**src/rtl/ifo_pkg.sv**
```systemverilog
// Shared types and constants for the IFFT output merger.
package ifo_pkg;

  localparam int DW      = 64;
  localparam int BEAT_CW = $clog2(65536);

  typedef enum logic [1:0] {
    IDLE   = 2'd0,
    PASS_A = 2'd1,
    PASS_B = 2'd2
  } ifo_state_t;

endpackage

```
**src/rtl/axis_skid2.sv**
```systemverilog
// Two-entry valid/ready register buffer; ready depends only on fill level.
module axis_skid2 #(
  parameter int W = 64
) (
  input  logic         clk,
  input  logic         srstn,
  input  logic         in_vld,
  output logic         in_rdy,
  input  logic [W-1:0] in_dat,
  output logic         out_vld,
  input  logic         out_rdy,
  output logic [W-1:0] out_dat
);

  logic [W-1:0] head;
  logic [W-1:0] tail;
  logic [1:0]   cnt;
  logic         push;
  logic         pop;

  assign in_rdy  = (cnt != 2'd2);
  assign out_vld = (cnt != 2'd0);
  assign out_dat = head;
  assign push    = in_vld & in_rdy;
  assign pop     = out_vld & out_rdy;

  always_ff @(posedge clk or negedge srstn) begin
    if (!srstn) begin
      head <= '0;
      tail <= '0;
      cnt  <= 2'd0;
    end else begin
      case ({push, pop})
        2'b10: begin
          if (cnt == 2'd0) head <= in_dat;
          else             tail <= in_dat;
          cnt <= cnt + 2'd1;
        end
        2'b01: begin
          head <= tail;
          cnt  <= cnt - 2'd1;
        end
        2'b11: begin
          // push with cnt==2 cannot happen because in_rdy is low when full
          if (cnt == 2'd1) begin
            head <= in_dat;
          end else begin
            head <= tail;
            tail <= in_dat;
          end
        end
        default: ;
      endcase
    end
  end

endmodule

```
**src/rtl/ifo_merger.sv**
```systemverilog
// Serialises IFFT streams A and B symbol by symbol onto one AXI-stream.
// Optional IFO_MERGER_TLAST_EN adds out_axi_tlst marking each symbol's last beat.
//
// state  | meaning
// IDLE   | waiting for start_level
// PASS_A | forwarding SYM_BEATS beats of stream A
// PASS_B | forwarding SYM_BEATS beats of stream B
module ifo_merger
  import ifo_pkg::*;
#(
  parameter int SYM_BEATS = 1024
) (
  input  logic          clk,
  input  logic          srstn,
  input  logic          start_level,
  output logic          ifoa_axi_trdy,
  input  logic          ifoa_axi_tvld,
  input  logic [DW-1:0] ifoa_axi_tdat,
  output logic          ifob_axi_trdy,
  input  logic          ifob_axi_tvld,
  input  logic [DW-1:0] ifob_axi_tdat,
  input  logic          out_axi_trdy,
  output logic          out_axi_tvld,
  output logic [DW-1:0] out_axi_tdat,
`ifdef IFO_MERGER_TLAST_EN
  output logic          out_axi_tlst,
`endif
  output logic [15:0]   sym_cnt,
  output logic          busy
);

`ifdef IFO_MERGER_TLAST_EN
  localparam int SW = DW + 1;
`else
  localparam int SW = DW;
`endif
  localparam logic [BEAT_CW-1:0] LAST_BEAT = BEAT_CW'(SYM_BEATS - 1);

  ifo_state_t         state;
  logic [BEAT_CW-1:0] beat_cnt;
  logic               sel_vld;
  logic [DW-1:0]      sel_dat;
  logic               skid_rdy;
  logic               accept;
  logic               last_beat;
  logic [SW-1:0]      skid_in;
  logic [SW-1:0]      skid_out;

  assign sel_vld   = (state == PASS_A) ? ifoa_axi_tvld :
                     (state == PASS_B) ? ifob_axi_tvld : 1'b0;
  assign sel_dat   = (state == PASS_B) ? ifob_axi_tdat : ifoa_axi_tdat;
  assign accept    = sel_vld & skid_rdy;
  assign last_beat = (beat_cnt == LAST_BEAT);

  assign ifoa_axi_trdy = (state == PASS_A) & skid_rdy;
  assign ifob_axi_trdy = (state == PASS_B) & skid_rdy;

`ifdef IFO_MERGER_TLAST_EN
  assign skid_in      = {last_beat, sel_dat};
  assign out_axi_tdat = skid_out[DW-1:0];
  assign out_axi_tlst = skid_out[DW];
`else
  assign skid_in      = sel_dat;
  assign out_axi_tdat = skid_out;
`endif

  axis_skid2 #(.W(SW)) u_skid (
    .clk     (clk),
    .srstn   (srstn),
    .in_vld  (sel_vld),
    .in_rdy  (skid_rdy),
    .in_dat  (skid_in),
    .out_vld (out_axi_tvld),
    .out_rdy (out_axi_trdy),
    .out_dat (skid_out)
  );

  always_ff @(posedge clk or negedge srstn) begin
    if (!srstn) begin
      state    <= IDLE;
      beat_cnt <= '0;
      sym_cnt  <= 16'd0;
      busy     <= 1'b0;
    end else begin
      case (state)
        IDLE: begin
          beat_cnt <= '0;
          if (start_level) begin
            state <= PASS_A;
            busy  <= 1'b1;
          end
        end
        PASS_A: begin
          if (accept) begin
            if (last_beat) begin
              beat_cnt <= '0;
              sym_cnt  <= sym_cnt + 16'd1;
              state    <= PASS_B;
            end else begin
              beat_cnt <= beat_cnt + 1'b1;
            end
          end
        end
        PASS_B: begin
          if (accept) begin
            if (last_beat) begin
              // run enable is only consulted at a pair boundary
              beat_cnt <= '0;
              sym_cnt  <= sym_cnt + 16'd1;
              state    <= start_level ? PASS_A : IDLE;
              busy     <= start_level;
            end else begin
              beat_cnt <= beat_cnt + 1'b1;
            end
          end
        end
        default: begin
          state <= IDLE;
          busy  <= 1'b0;
        end
      endcase
    end
  end

endmodule

```
**config.mk**
```make
export PLATFORM = sky130hd
export DESIGN_NAME = ifo_merger
export DESIGN_NICKNAME = d
export VERILOG_FILES = /design/src/rtl/ifo_pkg.sv /design/src/rtl/axis_skid2.sv /design/src/rtl/ifo_merger.sv
export SDC_FILE = /design/constraint.sdc
export NUM_CORES = 1
export LEC_CHECK = 0
export CAP_MARGIN = 20
export CORE_ASPECT_RATIO = 0.7
export CORE_MARGIN = 5
export CORE_UTILIZATION = 39
export CTS_CLUSTER_DIAMETER = 60
export DETAILED_ROUTE_END_ITERATION = 6
export PLACE_DENSITY = 0.67
export SYNTH_ARGS = -nofsm -noshare
export SYNTH_HDL_FRONTEND = slang
export SYNTH_SLANG_ARGS = --single-unit
export TNS_END_PERCENT = 100
```
**constraint.sdc**
```tcl
create_clock -name clk -period 5.2 [get_ports clk]
set_input_delay 0.78 -clock clk [delete_from_list [all_inputs] [get_ports clk]]
set_output_delay 0.78 -clock clk [all_outputs]
set_load 0.01 [all_outputs]
```
Word-level counts from Yosys, hierarchy flattened:

Cells that the tools add are included.

* input bits: 134
* bits in read-only memories: 0
* bits in latches: 0
* memory bits (writable): 0
* output and inout port bits: 84
* memories: 0
* word-level logic and storage cells: 71
* register bits: 165

* magnitude comparators: 0
* bitwise operators: 5
* mux-type cells: 24
* add/sub/neg operators: 4
* shift-type cells: 0
* multiply operators: 0
* reduce and logical (&&, ||, !) cells: 14
* equal/unequal tests: 17
* divide/modulo/power cells: 0

Operator list (count)
* $mux 64: 5
* $pmux 64 s3: 1
* $pmux 64 s2: 1
* $add 16x1->16 const B: 2
* $mux 16: 2
* $pmux 16 s2: 1
* $eq 16x10->1 const B: 1
* $ne 2x2->1 const B: 6
* $mux 2: 5
* $ne 2x1->1 const B: 4
* $reduce_bool 2->1: 4
* $eq 2x1->1 const B: 3
* $eq 2x2->1 const B: 3
* $mux 1: 6
* $pmux 2 s3: 1
* $reduce_and 3->1: 2
* $reduce_and 5->1: 1
* $and 1x1->1: 4
* $logic_not 2->1: 2
* $pmux 2 s2: 1
* $reduce_and 2->1: 2
* $reduce_and 4->1: 1
* $pmux 1 s3: 1
* $reduce_bool 3->1: 1
* other kinds (4): 4

Logic depth before layout (Yosys ltp):

* depth in word-level cells: 7
* mapped depth: 13
* gate-level depth less buffers: 10

Cells and area by module:

Synthesis repeated with hierarchy kept, for this count alone.

* cell total of the unflattened synthesis: 835
* area total of the unflattened synthesis: 9175.0 µm²

Modules (own cells, without submodules)
* axis_skid2: sequential area each 3253.1 µm², instances 1, cells an instance 538, area an instance 6234.7 µm²
* ifo_merger: sequential area each 875.8 µm², instances 1, cells an instance 297, area an instance 2940.3 µm²

Worst setup path before layout:

OpenSTA, ideal clock, no wires.

* kind: register to register
* from: register u_skid.cnt[0]
* to: register u_skid.tail[21]
* setup slack: 2.474 ns
* buffers on the path: 3
* stages on the path, launching flop included: 14
* clock period less this slack: 2.726 ns
* arrival time: 2.643 ns
* setup time: 0.083 ns
* cells stage by stage: dfrtp_1 -> inv_1 -> ha_1 -> inv_1 -> nand2_1 -> inv_1 -> clkbuf_1 -> ha_1 -> nand2_1 -> o211ai_1 -> clkbuf_1 -> buf_1 -> nand2_1 -> o21ai_0

* longest elaborated chain between the ends: 5

RTL lines
* start: declaration: line axis_skid2.sv:17 `logic [1:0] cnt;`
* start signal: assignment: line axis_skid2.sv:37 `cnt <= cnt + 2'd1;`
* start signal: assignment: line axis_skid2.sv:41 `cnt <= cnt - 2'd1;`
* $reduce_bool 2->1 (*): line axis_skid2.sv:22 `assign out_vld = (cnt != 2'd0);`
* via out_axi_tvld: line ifo_merger.sv:23 `output logic out_axi_tvld,`
* $and 1x1->1 (*): line axis_skid2.sv:25 `assign pop = out_vld & out_rdy;`
* $eq 2x2->1: line axis_skid2.sv:33 `case ({push, pop})`
* $ne 2x2->1 (no source line) / $reduce_bool 2->1 (equally long branches)
* $reduce_and 3->1 (no source line)
* end signal: assignment: line axis_skid2.sv:36 `else tail <= in_dat;`
* end signal: assignment: line axis_skid2.sv:49 `tail <= in_dat;`
* end: declaration: line axis_skid2.sv:16 `logic [W-1:0] tail;`

Mark *: on every way through the listed nets, which the timed path passes. The rest lies on a longest branch.
A chain may end at the register's enable or synchronous reset.

Worst setup path in the final report:

* from: register state[1]
* to: register u_skid.tail[43]

* longest elaborated chain between the ends: 7

RTL lines
* start: declaration: line ifo_merger.sv:39 `ifo_state_t state;`
* start signal: assignment: line ifo_merger.sv:110 `state <= start_level ? PASS_A : IDLE;`
* $eq 2x2->1: line ifo_merger.sv:50, ifo_merger.sv:51
* $mux 1: line ifo_merger.sv:50 `(state == PASS_B) ? ifob_axi_tvld : 1'b0;`
* $mux 1: line ifo_merger.sv:49 `assign sel_vld = (state == PASS_A) ? ifoa_axi_tvld :`
* $and 1x1->1: line axis_skid2.sv:24 `assign push = in_vld & in_rdy;`
* $eq 2x2->1: line axis_skid2.sv:33
* $ne 2x2->1 (no source line) / $reduce_bool 2->1 (equally long branches)
* $reduce_and 3->1 (no source line)

Parallel ways exist; a longest one is shown, timed or not. The select of a mux whose other input is x is not followed.

==> flow_summary_export.csv <==
group,metric,value,unit
status,outcome,"completed",
placement,dpl.cell_count,1299,
clocking,clock_latency,0.42,ns
power,finalPower,5.67,mW
routing,antenna_left,0,
floorplanning,dieHeight,131,um
routing,drtIter0Drc,569,
layout,fin_area,0.0112,sq mm
layout,fillCellCount,1848,
routing,routed_via_density,5.14,
setup_path,critPathLaunchType,"flop",
clocking,cts_buffer_depth,2,
global_route,track_usage,18.6,%
synthesis,ys_ff_latch,165,
routing,first_pass_iters,5,
routing,wl,22100,um
timing,drv_slew,0,
power,p_per_area,507,mW/mm^2
clocking,htree_levels,4,
floorplanning,pin_count,218,
synthesis,synth-main-ff-cell,"dfrtp_1",
clocking,holdBufCountCts,0,
synthesis,postSynth.asyncResetShare,100,%
setup_path,path_class,"reg -> reg",
timing,layout_min_cycle_time,3.47,ns
synthesis,synth_area_leaders,"dfrtp_1, mux2i_1, nand2_1, a21o_1, a31oi_1",
synthesis,synth_top_area_share,50.8,%
timing,slew_headroom,38.7,%
placement,gp_congestion,0.811,
synthesis,ys_types,46,
layout,final_net_count,1190,
power,irDropWorstVdd,0.000302,V
layout,area_delta_synth_final,37.6,%
floorplanning,die-width,183,um
synthesis,synth_commonest_cells,"dfrtp_1, nand2_1, nor2_1",
timing,fin_ws,1.73,ns
power,switchingPower,1.97,mW
clocking,clock-sinks,165,
run,maxCapViolCount,0,
hold_path,hold_class,"in -> async",
global_route,antenna_found_initial,0,
global_route,grt_pass1_vias,6671,
clocking,numCtsBuffers,17,
timing,worst_slew_pin_slew,0.917,ns
placement,postPlaceCellArea,0.0105,sq mm
clocking,root_buffer,"clkbuf_16",
power,power.leakage,4.70,nW
power,p_seq_share,37.2,%
timing,tns,0,ns
synthesis,synth_area,0.00812,sq mm
global_route,grt_max_degree,127,
routing,drt-wirelength-per-cell,16.7,um
clocking,cts_tree,"built",
floorplanning,die-area,0.0239,sq mm
layout,antenna_cells,0,
clocking,post_cts_resized,0,
setup_path,critPathMaxFanout,126,
layout,multi_input_area,0.00373,sq mm
synthesis,ys_warn_count,0,
timing,holdWs,0.397,ns
floorplanning,core,0.0206,sq mm
layout,final_util,54.3,%
floorplanning,initial_core_util,39.5,%
floorplanning,rows,44,
synthesis,synth_top_cell_by_area,"dfrtp_1",
timing,fin_skew,0.00977,ns
setup_path,critPathCaptureType,"flop",
timing,setup_viol,0,
power,p_comb_share,38.5,%
synthesis,avgSynthCellArea,9.50,sq um
placement,dp_hpwl,15200,um
timing,hold_violations,0,
placement,io_buffer_count,217,
power,pwr-share-clk,24.2,%
layout,register_area,0.00413,sq mm
synthesis,ys_seq_area_share,50.8,%
setup_path,worst_ep_required_time,5.50,ns
synthesis,synth_edf_count,0,
power,p_int,3.71,mW
routing,vias,6828,
clocking,path_clk_slew,0.06,ns
layout,finalNonFillerCells,1329,
timing,rsz0062_at_grt,"no",
setup_path,cp.arrival,3.77,ns
placement,preCtsSetupSlack,1.30,ns
global_route,gr-total-overflow,0,
synthesis,netlist_instances,855,
routing,drc_errors,0,
global_route,grt_pass1_wl,35900,um
power,switching_share,34.7,%
synthesis,synth_nets,1003,
layout,drive_above_1_share,4.84,%
synthesis,yosysMostFrequentCell,"dfrtp_1",
clocking,post_cts_buffers,0,
timing,period_share,66.8,%
timing,clock.fmax,288,MHz
cells by family (layout without fill, tap and decap cells):
kind of cell | after synthesis | in the layout | synth area share (%)
AND/OR/NAND/NOR | 281 | 281 | 14.9
AO/OA/AOI/OAI | 237 | 237 | 18.3
flip-flops | 165 | 165 | 50.8
buffers and inverters | 74 | 272 | 3.62
multiplexers | 68 | 68 | 8.47
XOR/XNOR | 16 | 16 | 1.72
adder cells (fa/ha/maj) | 14 | 14 | 2.16
placed cells by master, fill, tap and decap left out, types with 3 or more instances in the layout:
cell type          n
a21o_1            65
a21oi_1           12
a31oi_1           70
and2_1             3
and3_1             4
and4_1             5
buf_12             3
buf_4              5
bufinv_16          5
clkbuf_16         17
clkdlybuf4s50_1  216
dfrtp_1          165
ha_1              13
inv_1             16
mux2_2             6
mux2i_1           62
nand2_1          148
nand3_1           10
nand4_1            8
nor2_1            79
nor2b_1            3
nor3_1             4
o21ai_0           76
or3_1              3
xnor2_1           11
xor2_1             5
metal layers:
| layer | share of wire (%) | wire length (um) | up-vias | GRT usage (%) |
|---|---|---|---|---|
| met4 | 0.52 | 115 | 0 | 2.82 |
| li1 | - | - | 3363 | - |
| met3 | 6.9 | 1530 | 8 | 5.98 |
| met2 | 45 | 9920 | 198 | 28.9 |
| met1 | 48 | 10600 | 3259 | 26.1 |
| met5 | 0 | 0 | - | 0 |
registers in the layout, summed over array words and instances, names as in the netlist:
name	count
state	2
u_skid.out_dat	64
sym_cnt	16
beat_cnt	16
u_skid.tail	64
busy	1
u_skid.cnt	2
layout make-up:
| cell class | count | area share (%) |
|---|---|---|
| flip-flops and latches | 165 | 36.9 |
| multi-input cells | 616 | 33.4 |
| repair buffers | 225 | 20.3 |
| clock buffers | 21 | 4.12 |
| well taps | 276 | 3.09 |
| clock inverters | 9 | 1.58 |
| inverters | 17 | 0.571 |
power by group through the flow:
stage                     Combinational [mW]  Clock, mW  Sequential (mW)
after detailed placement                2.21          0             2.13
after floorplan                         1.09          0             2.20
after global placement                  2.17          0             2.12
after CTS                               2.22       1.41             2.12
final                                   2.19       1.37             2.11
after global routing                    2.44       1.46             2.19
worst max-delay path, cell delays in order, from the launching register on:
cell      delay [ns]
dfrtp_1         0.44
inv_1           0.09
ha_1            0.27
nand3b_4        0.21
a21o_1          0.27
inv_1           0.15
ha_1            0.22
nand2_2         0.45
o211ai_1        0.37
buf_12          0.37
mux2_2          0.39
path summary, 6_finish.rpt:
check	startpoint	to	slack [ns]	cells after the start
setup / recovery	state[1]	u_skid.tail[43]	1.73	10
hold / removal	srstn	u_skid.out_dat[58]	0.40	1
setup reg to reg	state[1]	u_skid.tail[43]	1.73	10
hold reg to reg	u_skid.tail[14]	u_skid.tail[14]	0.48	2
max in group asynchronous	srstn	u_skid.tail[28]	3.86	2
min in group clk	u_skid.tail[14]	u_skid.tail[14]	0.48	2
No activity file was read; power rests on OpenSTA's default activity.
